==> config.mk <==
export PLATFORM = sky130hd
export DESIGN_NAME = usb_tx_pkt_flat
export DESIGN_NICKNAME = d
export VERILOG_FILES = /design/src/rtl/usb_tx_pkt_pkg.sv /design/src/rtl/usb_tx_pkt_if.sv /design/src/rtl/usb_tx_pkt_crc16.sv /design/src/rtl/usb_tx_pkt.sv /design/src/flat_wrapper.sv
export SDC_FILE = /design/constraint.sdc
export NUM_CORES = 1
export LEC_CHECK = 0
export CAP_MARGIN = 20
export CORE_MARGIN = 10
export CORE_UTILIZATION = 50
export CTS_BUF_LIST = sky130_fd_sc_hd__clkbuf_2 sky130_fd_sc_hd__clkbuf_4 sky130_fd_sc_hd__clkbuf_8
export DETAILED_ROUTE_END_ITERATION = 8
export GPL_ROUTABILITY_DRIVEN = 0
export PLACE_DENSITY = 0.77
export SYNTH_ARGS = -nofsm -noshare
export SYNTH_HDL_FRONTEND = slang
export SYNTH_SLANG_ARGS = --single-unit
==> constraint.sdc <==
create_clock -name clk -period 2.3 [get_ports clk]
set_clock_uncertainty 0.1 [all_clocks]
set_input_delay 0.345 -clock clk [delete_from_list [all_inputs] [get_ports clk]]
set_output_delay 0.345 -clock clk [all_outputs]
set_load 0.01 [all_outputs]
==> src/rtl/usb_tx_pkt_pkg.sv <==
// Shared USB TX definitions: PID codes, CRC16 constants, packet-builder state encoding.
package usb_tx_pkt_pkg;

    localparam logic [3:0] PID_OUT   = 4'h1;
    localparam logic [3:0] PID_ACK   = 4'h2;
    localparam logic [3:0] PID_DATA0 = 4'h3;
    localparam logic [3:0] PID_NAK   = 4'hA;
    localparam logic [3:0] PID_DATA1 = 4'hB;
    localparam logic [3:0] PID_STALL = 4'hE;

    localparam logic [15:0] CRC16_POLY_REF = 16'hA001;
    localparam logic [15:0] CRC16_INIT     = 16'hFFFF;
    localparam logic [15:0] CRC16_RESIDUAL = 16'hB001;

    typedef enum logic [2:0] {
        ST_IDLE   = 3'd0,
        ST_PID    = 3'd1,
        ST_DATA   = 3'd2,
        ST_FETCH  = 3'd3,
        ST_CRC_LO = 3'd4,
        ST_CRC_HI = 3'd5
    } tx_state_t;

    // DATA0/DATA1/DATA2/MDATA all share the low PID bits 2'b11.
    function automatic logic is_data_pid(input logic [3:0] pid);
        return pid[1:0] == 2'b11;
    endfunction

endpackage

==> src/rtl/usb_tx_pkt_if.sv <==
// Packet request / endpoint buffer / low-level TX handshake bundle for the USB packet builder.
interface usb_tx_pkt_if #(
    parameter int LEN_W = 10
);
    logic             pkt_start;
    logic             pkt_done;
    logic [3:0]       pkt_pid;
    logic [LEN_W-1:0] pkt_len;
    logic [7:0]       pkt_data;
    logic             pkt_data_ack;
    logic [7:0]       ll_data;
    logic             ll_valid;
    logic             ll_last;
    logic             ll_ack;
    logic             busy;

    modport slave (
        input  pkt_start, pkt_pid, pkt_len, pkt_data, ll_ack,
        output pkt_done, pkt_data_ack, ll_data, ll_valid, ll_last, busy
    );

    modport master (
        output pkt_start, pkt_pid, pkt_len, pkt_data, ll_ack,
        input  pkt_done, pkt_data_ack, ll_data, ll_valid, ll_last, busy
    );
endinterface

==> src/rtl/usb_tx_pkt_crc16.sv <==
// Byte-wide combinational USB CRC16 update (reflected 0x8005, LSB first); shared with the RX checker.
module usb_tx_pkt_crc16
    import usb_tx_pkt_pkg::*;
(
    input  logic [15:0] i_crc,
    input  logic [7:0]  i_data,
    output logic [15:0] o_crc
);
    logic [15:0] w_c;

    always_comb begin
        w_c = i_crc ^ {8'h00, i_data};
        for (int i = 0; i < 8; i++) begin
            w_c = w_c[0] ? ((w_c >> 1) ^ CRC16_POLY_REF) : (w_c >> 1);
        end
        o_crc = w_c;
    end
endmodule

==> src/rtl/usb_tx_pkt.sv <==
// Device-side USB packet builder: emits PID, optional payload and inverted CRC16 to the low-level TX.
module usb_tx_pkt
    import usb_tx_pkt_pkg::*;
#(
    parameter int LEN_W = 10
) (
    input  logic         clk,
    input  logic         rst,
    usb_tx_pkt_if.slave  tx
);
    tx_state_t        r_state;
    tx_state_t        w_state_nxt;
    logic [3:0]       r_pid;
    logic [LEN_W-1:0] r_cnt;
    logic [15:0]      r_crc;
    logic             r_done;
    logic             w_done_nxt;
    logic             w_is_data;
    logic [15:0]      w_crc_nxt;

    assign w_is_data = is_data_pid(r_pid);

    usb_tx_pkt_crc16 u_crc16 (
        .i_crc  (r_crc),
        .i_data (tx.pkt_data),
        .o_crc  (w_crc_nxt)
    );

    always_ff @(posedge clk or posedge rst) begin
        if (rst) r_state <= ST_IDLE;
        else     r_state <= w_state_nxt;
    end

    always_ff @(posedge clk or posedge rst) begin
        if (rst) begin
            r_pid  <= 4'h0;
            r_cnt  <= '0;
            r_crc  <= CRC16_INIT;
            r_done <= 1'b0;
        end else begin
            r_done <= w_done_nxt;
            if (r_state == ST_IDLE && tx.pkt_start) begin
                r_pid <= tx.pkt_pid;
                r_cnt <= tx.pkt_len;
                r_crc <= CRC16_INIT;
            end else if (r_state == ST_DATA && tx.ll_ack) begin
                r_crc <= w_crc_nxt;
                r_cnt <= r_cnt - LEN_W'(1);
            end
        end
    end

    // ll_valid is a pure function of state, so ll_ack is only acted on in states that drive it.
    always_comb begin
        w_state_nxt     = r_state;
        w_done_nxt      = 1'b0;
        tx.ll_valid     = 1'b0;
        tx.ll_last      = 1'b0;
        tx.ll_data      = 8'h00;
        tx.pkt_data_ack = 1'b0;
        case (r_state)
            ST_IDLE: begin
                if (tx.pkt_start) w_state_nxt = ST_PID;
            end
            ST_PID: begin
                tx.ll_valid = 1'b1;
                tx.ll_data  = {~r_pid, r_pid};
                tx.ll_last  = ~w_is_data;
                if (tx.ll_ack) begin
                    if (w_is_data) begin
                        w_state_nxt = (r_cnt != '0) ? ST_DATA : ST_CRC_LO;
                    end else begin
                        w_state_nxt = ST_IDLE;
                        w_done_nxt  = 1'b1;
                    end
                end
            end
            ST_DATA: begin
                tx.ll_valid = 1'b1;
                tx.ll_data  = tx.pkt_data;
                if (tx.ll_ack) begin
                    tx.pkt_data_ack = 1'b1;
                    w_state_nxt     = (r_cnt == LEN_W'(1)) ? ST_CRC_LO : ST_FETCH;
                end
            end
            ST_FETCH: begin
                w_state_nxt = ST_DATA;
            end
            ST_CRC_LO: begin
                tx.ll_valid = 1'b1;
                tx.ll_data  = ~r_crc[7:0];
                if (tx.ll_ack) w_state_nxt = ST_CRC_HI;
            end
            ST_CRC_HI: begin
                tx.ll_valid = 1'b1;
                tx.ll_data  = ~r_crc[15:8];
                tx.ll_last  = 1'b1;
                if (tx.ll_ack) begin
                    w_state_nxt = ST_IDLE;
                    w_done_nxt  = 1'b1;
                end
            end
            default: w_state_nxt = ST_IDLE;
        endcase
    end

    assign tx.pkt_done = r_done;
    assign tx.busy     = (r_state != ST_IDLE);
endmodule

==> src/flat_wrapper.sv <==
// flat-port wrapper written by rule: the top's interface ports become plain ports
module usb_tx_pkt_flat import usb_tx_pkt_pkg::*;
#(
    parameter int LEN_W = 10
)
  (clk, rst, tx_pkt_start, tx_pkt_pid, tx_pkt_len, tx_pkt_data, tx_ll_ack, tx_pkt_done, tx_pkt_data_ack, tx_ll_data, tx_ll_valid, tx_ll_last, tx_busy);
  usb_tx_pkt_if #(.LEN_W(LEN_W)) tx_i ();
  input  logic clk;
  input  logic rst;
  input wire logic [$bits(tx_i.pkt_start)-1:0] tx_pkt_start;
  input wire logic [$bits(tx_i.pkt_pid)-1:0] tx_pkt_pid;
  input wire logic [$bits(tx_i.pkt_len)-1:0] tx_pkt_len;
  input wire logic [$bits(tx_i.pkt_data)-1:0] tx_pkt_data;
  input wire logic [$bits(tx_i.ll_ack)-1:0] tx_ll_ack;
  output wire logic [$bits(tx_i.pkt_done)-1:0] tx_pkt_done;
  output wire logic [$bits(tx_i.pkt_data_ack)-1:0] tx_pkt_data_ack;
  output wire logic [$bits(tx_i.ll_data)-1:0] tx_ll_data;
  output wire logic [$bits(tx_i.ll_valid)-1:0] tx_ll_valid;
  output wire logic [$bits(tx_i.ll_last)-1:0] tx_ll_last;
  output wire logic [$bits(tx_i.busy)-1:0] tx_busy;
  assign tx_i.pkt_start = tx_pkt_start;
  assign tx_i.pkt_pid = tx_pkt_pid;
  assign tx_i.pkt_len = tx_pkt_len;
  assign tx_i.pkt_data = tx_pkt_data;
  assign tx_i.ll_ack = tx_ll_ack;
  assign tx_pkt_done = tx_i.pkt_done;
  assign tx_pkt_data_ack = tx_i.pkt_data_ack;
  assign tx_ll_data = tx_i.ll_data;
  assign tx_ll_valid = tx_i.ll_valid;
  assign tx_ll_last = tx_i.ll_last;
  assign tx_busy = tx_i.busy;
  usb_tx_pkt #(.LEN_W(LEN_W)) u_core (.clk(clk), .rst(rst), .tx(tx_i));
endmodule
### After elaboration in Yosys (flattened, before gate mapping)

Cells that the tools add are included.

* add/subtract/negate cells: 1
* equal/unequal tests: 12
* mux-type cells: 29
* bitwise operators: 13
* reduce and logical (&&, ||, !) cells: 8

Operators with widths (count)
* $mux W16: 10
* $pmux W8 S4: 1
* $mux W3: 8
* $not A2 Y3: 8
* $mux W10: 2
* $pmux W3 S6: 1
* $not A8 Y8: 2
* $xor A16 B8 Y16: 1
* $eq A10 B1 Y1 const B: 1
* $ne A2 B2 Y1 const B: 5
* $reduce_bool A10 Y1: 1
* $sub A10 B1 Y10 const B: 1
* $eq A3 B2 Y1 const B: 2
* $eq A3 B3 Y1 const B: 2
* $mux W1: 5
* $reduce_and A5 Y1: 1
* $not A4 Y4: 1
* $pmux W1 S2: 2
* $reduce_or A4 Y1: 1
* $eq A3 B1 Y1 const B: 1
* $logic_not A3 Y1: 1
* $reduce_bool A3 Y1: 1
* $eq A2 B2 Y1 const B: 1
* $logic_and A1 B1 Y1: 2
* 2 further kinds: 2

* register bits: 34
* input bits: 26
* output and inout bits: 13
* word-level logic and storage cells: 68

### Depth between registers and ports, before layout

Gate-level depths: netlist of run 1.

* word-level depth: 19
* mapped depth: 9
* depth with buffers taken out: 7

### Cells and area by module

From an unflattened synthesis of run 1, not the netlist that was laid out.

* cell total of the unflattened synthesis: 254
* area, all modules: 2195.9 µm²

Modules (own cells, without submodules)
* usb_tx_pkt: instances 1, cells an instance 228, area each 1938.1 µm²
* usb_tx_pkt_crc16: instances 1, cells an instance 26, area each 257.7 µm²

### Least setup slack after synthesis of run 1

Ideal clock, no wire load.

* path type: register -> register
* from: register u_core.r_cnt[4]
* to: register u_core.r_state[1]
* library setup time: 0.120 ns
* arrival time: 1.862 ns
* required time: 2.080 ns
* slack: 0.219 ns
* stages on the path, launching flop included: 6
* path buffers: 0
* clock period less this slack: 2.081 ns
* cell sequence: dfrtp_1 -> or4_4 -> nor4b_4 -> nand2_1 -> or3_1 -> a31o_1

* longest elaborated chain between the ends: 5
* elaborated cells between the ends (all ways): 8
* those cells by class: eq/ne: 1; mux: 6; reduce/logical: 1

Ends and longest elaborated chain
* start: declaration: RTL line usb_tx_pkt.sv:14 `logic [LEN_W-1:0] r_cnt;`
* start signal: assignment: RTL line usb_tx_pkt.sv:44 `r_cnt <= tx.pkt_len;`
* start signal: assignment: RTL line usb_tx_pkt.sv:48 `r_cnt <= r_cnt - LEN_W'(1);`
* $reduce_bool A10 Y1: RTL line usb_tx_pkt.sv:71 `w_state_nxt = (r_cnt != '0) ? ST_DATA : ST_CRC_LO;`
* $mux W3: RTL line usb_tx_pkt.sv:71
* $mux W3: RTL line usb_tx_pkt.sv:70 `if (w_is_data) begin`
* $mux W3: RTL line usb_tx_pkt.sv:69 `if (tx.ll_ack) begin`
* $pmux W3 S6 *: RTL line usb_tx_pkt.sv:61 `case (r_state)`
* end signal: assignment: RTL line usb_tx_pkt.sv:31 `else r_state <= w_state_nxt;`
* end: declaration: RTL line usb_tx_pkt.sv:11 `tx_state_t r_state;`

Every way passes the cells marked *; elsewhere a longest branch is shown, timed or not. The select of a mux whose other input is x is not followed.
A chain may end at the register's enable or synchronous reset.

### Final worst setup path of run 1

* from: register u_core.r_cnt[5]
* to: register u_core.r_state[1]

The elaborated chain is that of the path after synthesis.

==> results of run 1 <==
[power by group]
group	internal, W	switching (W)	leakage (nW)
Clock	0.000253	0.000224	0.0517
Combinational	0.00121	0.00107	0.752
Sequential	0.000948	0.000243	0.387
[area by class of cell]
| cell class | instances | area share (%) |
|---|---|---|
| multi-input combinational | 179 | 40.4 |
| sequential | 34 | 31.2 |
| clock inverter | 1 | 0.179 |
| inverter | 8 | 1.07 |
| timing repair buffer | 67 | 21.6 |
| clock buffer | 7 | 3.22 |
| tap | 50 | 2.24 |
[how the worst max path moves through the flow]
| stage | startpoint | endpoint | slack (ps) | cells past startpoint |
|---|---|---|---|---|
| floorplan | u_core.r_cnt[4] | u_core.r_state[1] | 220 | 5 |
| global placement | tx_pkt_data[1] | u_core.r_crc[0] | 20 | 6 |
| detailed placement | tx_pkt_data[1] | u_core.r_crc[0] | -20 | 6 |
| CTS | u_core.r_state[1] | tx_ll_last | 4 | 4 |
| global route | u_core.r_state[2] | tx_busy | 9 | 4 |
| finish | u_core.r_cnt[5] | u_core.r_state[1] | 90 | 5 |
[worst register-to-register path: cells and delay by family, from the launching register on]
| family | cells | cell delay, ps |
|---|---|---|
| flip-flops | 1 | 410 |
| AND/OR/NAND/NOR | 4 | 1380 |
| AO/OA/AOI/OAI | 1 | 230 |
[per-stage QoR]
step	setup TNS [ps]	hold slack [ps]	cell area (µm²)	setup WS [ps]	power [W]
2_1_floorplan	0	338	2080	219	0.00263
3_5_place_dp	-16.2	355	2670	-16.2	0.00349
4_1_cts	0	367	2770	4.07	0.00393
3_3_place_gp	0	350	2670	22.9	0.00344
5_1_grt	0	398	2800	8.87	0.00425
6_report	0	368	2800	90.1	0.00396
[repair_timing]
item | CTS | global route
hold buffers | 0 | 0
gates resized for setup | 13 | 5
endpoints found under the setup margin | 10 | 3
setup buffers | 0 | 2
[metal layers]
layer | share of wire (%) | global-route usage, % | vias to the layer above
li1 | - | - | 939
met2 | 50 | 27.2 | 40
met5 | 0 | 0 | -
met4 | 1.6 | 4.34 | 0
met3 | 4.1 | 3.29 | 11
met1 | 44 | 17.6 | 910
[sequential cells by signal (all words and copies together) (netlist names)]
signal	flops
u_core.r_crc	16
u_core.r_pid	4
u_core.r_cnt	10
u_core.r_state	3
u_core.tx.pkt_done	1
[placed cells by master, fill, tap and decap left out, types with 7 or more instances in the layout]
cell / synthesis / layout
a21oi_1: 16 / 16
buf_4: 3 / 27
clkdlybuf4s50_1: 0 / 28
dfrtp_1: 18 / 16
dfstp_2: 16 / 16
dlygate4sd2_1: 0 / 9
inv_1: 8 / 8
mux2_2: 7 / 7
nand2_1: 39 / 39
nand3_1: 12 / 12
nor2_1: 12 / 11
nor3_1: 14 / 14
o21ai_0: 13 / 13
o22ai_1: 8 / 7
xnor2_1: 19 / 19
[kinds of logic after synthesis]
logic type / share of synthesized area, %
AOI/OAI and AO/OA: 15.5
xor gates and xnor gates: 11.8
adders and majority gates: 1.80
buffers and inverters: 4.74
DFF: 41.8
muxes: 3.78
and+or+nand+nor: 20.5
==> run summary, run 1 <==
Critical Path, Cell by Cell - or4_4 > nor4b_4 > nand2_1 > or3_1 > a31o_1
Sequential share of the synthesized area - 41.8%
Asr flop ratio synth - 100%
Top FF cell, synth - dfrtp_1
Final Hold Fails - 0
Cts bufs inserted - 5
Gate Count Post-Synth - 236
Leakage - 1.19 nW
# nets final - 324
Initial detailed-routing violation count - 79
Largest fanout on the critical path - 5
FF-to-FF setup slack - 90 ps
Final ANT Viol Nets - 0
Worst-Margin Slew - 426 ps
Post-Syn Area - 0.00208 mm²
Die W - 84.6 µm
Synth-to-layout area growth - 34.2%
Fin. max-slew vios - 0
Fill cells - 335
Crit-path slowest cell - or4_4
Std cell rows - 23
DR DRC count - 0
R2R depth - 5
Average wire per standard cell - 15.8 µm
Die area - 0.00715 mm²
Warnings from Yosys - 0
First-pass DRT Iterations - 4
IO Pins - 39
Req. time, crit path - 2380 ps
Crit path DAT - 2290 ps
Crit end category - flip-flop
HP Class - primary input to async pin
Synthesized area per cell - 8.83 µm²
Fin crit share - 96.1%
Placed insts - 336
Post-synth EDFFs - 0
RSZ-0062 raised after global routing - false
Global-route wire length before repair - 9100 µm
Fmax - 453 MHz
Root buf cell - clkbuf_8
WP buf/inv - 0
Largest net degree at the start of global routing - 35
H-tree levels - 2
Final HPWL DP - 4230 µm
Initial Util - 51.7%
Synth cell count leaders - 39 x nand2_1, 19 x xnor2_1, 18 x dfrtp_1
Max-cap violations - 0
All-Layer GR Usage - 15.2%
Placeable Area - 0.00403 mm²
Multi-input logic area - 0.00113 mm²
Port bufs - 38
Vias in the first global route - 1953
Initial antenna violation count - 0
Setup CP Type - flip-flop to flip-flop
Reg-to-Reg Start - u_core.r_cnt[5]
Worst skew pair latency - 290 ps
Synth top area share - 21.6%
Bufs on Longest Clock Path - 2
Number of synthesized register bits - 34
CTS clk-pin slew, worst paths - 70 ps
Grt ovf - 0
Die H - 84.6 µm
Vias post-DR - 1900
Dominant cells by area after synthesis - dfrtp_1 22%, dfstp_2 20%, xnor2_1 8.0%
Min cycle time layout - 2210 ps
Slew headroom - 71.6%
Synth Net Count - 265
Fin util - 69.4%
Share of cells above drive strength 1 - 23.6%
Outcome - finished clean
Final Setup Violations - 0
CTS tree - yes
WL final - 5470 µm
Max stage delay on crit path - 560 ps
FF/Latch Area - 873 µm²
CP startpoint kind - flip-flop
Yosys top cell by area - dfrtp_1
Final Non-Filler Cells - 346
Clock sink total - 34
Ant. Diodes - 0
FF-to-FF End - u_core.r_state[1]
Yosys cell types - 35
PD cells - 1410 mW/mm²
Vias per inst - 5.49
Top-count cell post-synth - nand2_1
Worst VDD drop - 0.640 mV
Largest delay share family, worst path - simple AND/OR/NAND/NOR gates
Note: power is estimated with default switching activity, not from simulation.
==> inputs of run 2 (changes only) <==
--- a/config.mk
+++ b/config.mk
@@ -11,7 +11,9 @@
 export CTS_BUF_LIST = sky130_fd_sc_hd__clkbuf_2 sky130_fd_sc_hd__clkbuf_4 sky130_fd_sc_hd__clkbuf_8
 export DETAILED_ROUTE_END_ITERATION = 8
 export GPL_ROUTABILITY_DRIVEN = 0
-export PLACE_DENSITY = 0.77
+export PLACE_DENSITY = 0.76
 export SYNTH_ARGS = -nofsm -noshare
 export SYNTH_HDL_FRONTEND = slang
+export SYNTH_HIERARCHICAL = 1
 export SYNTH_SLANG_ARGS = --single-unit
+export TNS_END_PERCENT = 30
==> run summary, run 2 <==
Outcome - finished clean
Top FF cell, synth - dfrtp_1
Warnings from Yosys - 6
Die area - 0.00744 mm²
Ant. Diodes - 0
Port bufs - 38
Min cycle time layout - 2190 ps
IO Pins - 39
Std cell rows - 24
Worst skew pair latency - 300 ps
Initial detailed-routing violation count - 122
Fin util - 66.3%
Final Setup Violations - 0
FF-to-FF setup slack - 190 ps
Synth-to-layout area growth - 29.7%
Share of cells above drive strength 1 - 19.9%
Largest net degree at the start of global routing - 35
Fin crit share - 95.0%
Most frequent cells in the layout - 63 x nand2_1, 27 x clkdlybuf4s50_1, 24 x buf_4, 17 x nand3_1, 17 x dfrtp_1
Max-cap violations - 0
Req. time, crit path - 2410 ps
Synth Net Count - 282
WL final - 5680 µm
Post-Syn Area - 0.00220 mm²
Max FFs per register - 16
Number of synthesized register bits - 34
Worst-Margin Slew - 427 ps
PD cells - 1490 mW/mm²
Slew headroom - 70.8%
Setup CP Type - primary input to flip-flop
Grt ovf - 0
Die W - 86.3 µm
Max stage delay on crit path - 500 ps
Final ANT Viol Nets - 0
Post-CTS Hold Buffers - 0
Fin. max-slew vios - 0
Bufs on Longest Clock Path - 2
Fmax - 458 MHz
Reg-to-Reg Start - u_core/r_crc[5]
Biggest register - u_core/r_crc
Vias per inst - 5.47
R2R depth - 6
CTS clk-pin slew, worst paths - 80 ps
Final Hold Fails - 0
Final HPWL DP - 4110 µm
Setup TNS - 0 ps
Tot Pwr - 0.00425 W
Die H - 86.3 µm
Largest regs - u_core/r_crc x16, u_core/r_cnt x10, u_core/r_pid x4
Synthesized area per cell - 8.65 µm²
Largest fanout on the critical path - 2
Cts bufs inserted - 5
Leakage - 1.27 nW
Post-synth EDFFs - 0
Top-count cell post-synth - nand2_1
Synth cell count leaders - 63 x nand2_1, 18 x dfrtp_1, 17 x nand3_1
Vias post-DR - 1962
Placeable Area - 0.00429 mm²
Crit end category - flip-flop
Yosys cell types - 46
Global-route wire length before repair - 9600 µm
Placed insts - 351
CTS tree - yes
Sequential share of the synthesized area - 39.7%
Initial Util - 51.1%
Initial antenna violation count - 0
Synth top area share - 20.5%
H-tree levels - 2
Root buf cell - clkbuf_8
Final Non-Filler Cells - 359
Critical Path, Cell by Cell - clkdlybuf4s50_1 > xor2_2 > xnor2_1 > xnor3_2 > xnor3_1 > nand2_1 > nand3_1
Commonest non-fill, non-tap cell in the layout - nand2_1
First-pass DRT Iterations - 4
# nets final - 334
Dominant cells by area after synthesis - dfrtp_1 21%, dfstp_2 19%, nand2_1 11%
Clock sink total - 34
Crit path DAT - 2290 ps
FF-to-FF End - u_core/r_crc[0]
Average wire per standard cell - 15.8 µm
Asr flop ratio synth - 100%
HP Class - primary input to async pin
Yosys top cell by area - dfrtp_1
Crit-path slowest cell - xnor3_2
RSZ-0062 raised after global routing - false
Worst VDD drop - 0.709 mV
Vias in the first global route - 2028
All-Layer GR Usage - 15.8%
DR DRC count - 0
Gate Count Post-Synth - 254
CP startpoint kind - primary input
-- run 2: cell types whose count changed in the layout (fill, tap and decap cells not counted), sizes merged, moves of 3 or more --
cell / before / now
mux2: 7 / 1
nor3: 14 / 4
xor2: 4 / 10
o211ai: 6 / 1
o22ai: 8 / 0
xnor2: 19 / 14
buf: 29 / 25
nor2b: 4 / 1
nor2: 12 / 16
nand2: 39 / 63
o21a: 0 / 3
mux2i: 0 / 8
a21oi: 16 / 9
nand3: 12 / 17
-- run 2: where the power goes --
group,internal [W],total (W),switching [W],leakage (nW)
combinational,0.00133,0.00252,0.00120,0.834
clock,0.000241,0.000470,0.000230,0.0472
sequential,0.000976,0.00126,0.000282,0.387
-- run 2: worst max path at each step --
stage / start / endpoint / cells after the start
finish: tx_pkt_data[5] / u_core/r_crc[0] / 7
global placement: tx_pkt_data[5] / u_core/r_crc[0] / 7
CTS: u_core/r_state[0] / tx_ll_data[2] / 5
global route: u_core/r_state[2] / tx_ll_last / 4
floorplan: u_core/r_crc[1] / u_core/r_crc[0] / 6
detailed placement: tx_pkt_data[5] / u_core/r_crc[0] / 7
-- run 2: logic make-up (layout without fill, tap and decap cells) --
group | Yosys count | count (layout) | share of synthesized area, %
AOI/OAI and AO/OA | 42 | 42 | 12.1
muxes | 9 | 9 | 4.16
adders and majority gates | 2 | 2 | 1.14
DFF | 34 | 34 | 39.7
xor gates and xnor gates | 26 | 26 | 12.0
and+or+nand+nor | 117 | 117 | 25.6
buffers and inverters | 24 | 77 | 5.24
-- run 2: routing by layer --
layer / global-route usage (%) / vias up / wire length (µm)
li1: - / 964 / -
met1: 19.0 / 935 / 2470
met2: 25.8 / 52 / 2770
met3: 4.22 / 11 / 345
met4: 7.07 / 0 / 100
met5: 0 / - / 0
-- run 2: area by class of cell --
class	count	area, µm²
Tap cell	52	65.1
Timing Repair Buffer	63	569
Clock inverter	2	12.5
Clock buffer	6	82.6
Inverter	6	22.5
Multi-Input combinational cell	196	1220
Sequential cell	34	872
Fill cell	370	1450
-- run 2: worst max-delay path: cells and delay by family --
kind	cells	cell delay (ps)
xor+xnor	4	1340
buf+inv	1	470
simple gates	2	140
-- run 2: per-stage QoR --
step | instance area (µm²) | hold slack [ps] | worst slack, ps
floorplan | 2200 | 350 | 262
CTS | 2830 | 349 | -60.3
detailed placement | 2740 | 387 | -144
global placement | 2740 | 381 | -78.9
global route | 2850 | 408 | 31.6
finish | 2850 | 344 | 114
-- run 2: timing repair --
action	CTS	global route
resized for setup	12	5
setup endpoints to repair	10	3
hold endpoints to repair	0	0
buffers inserted	0	0
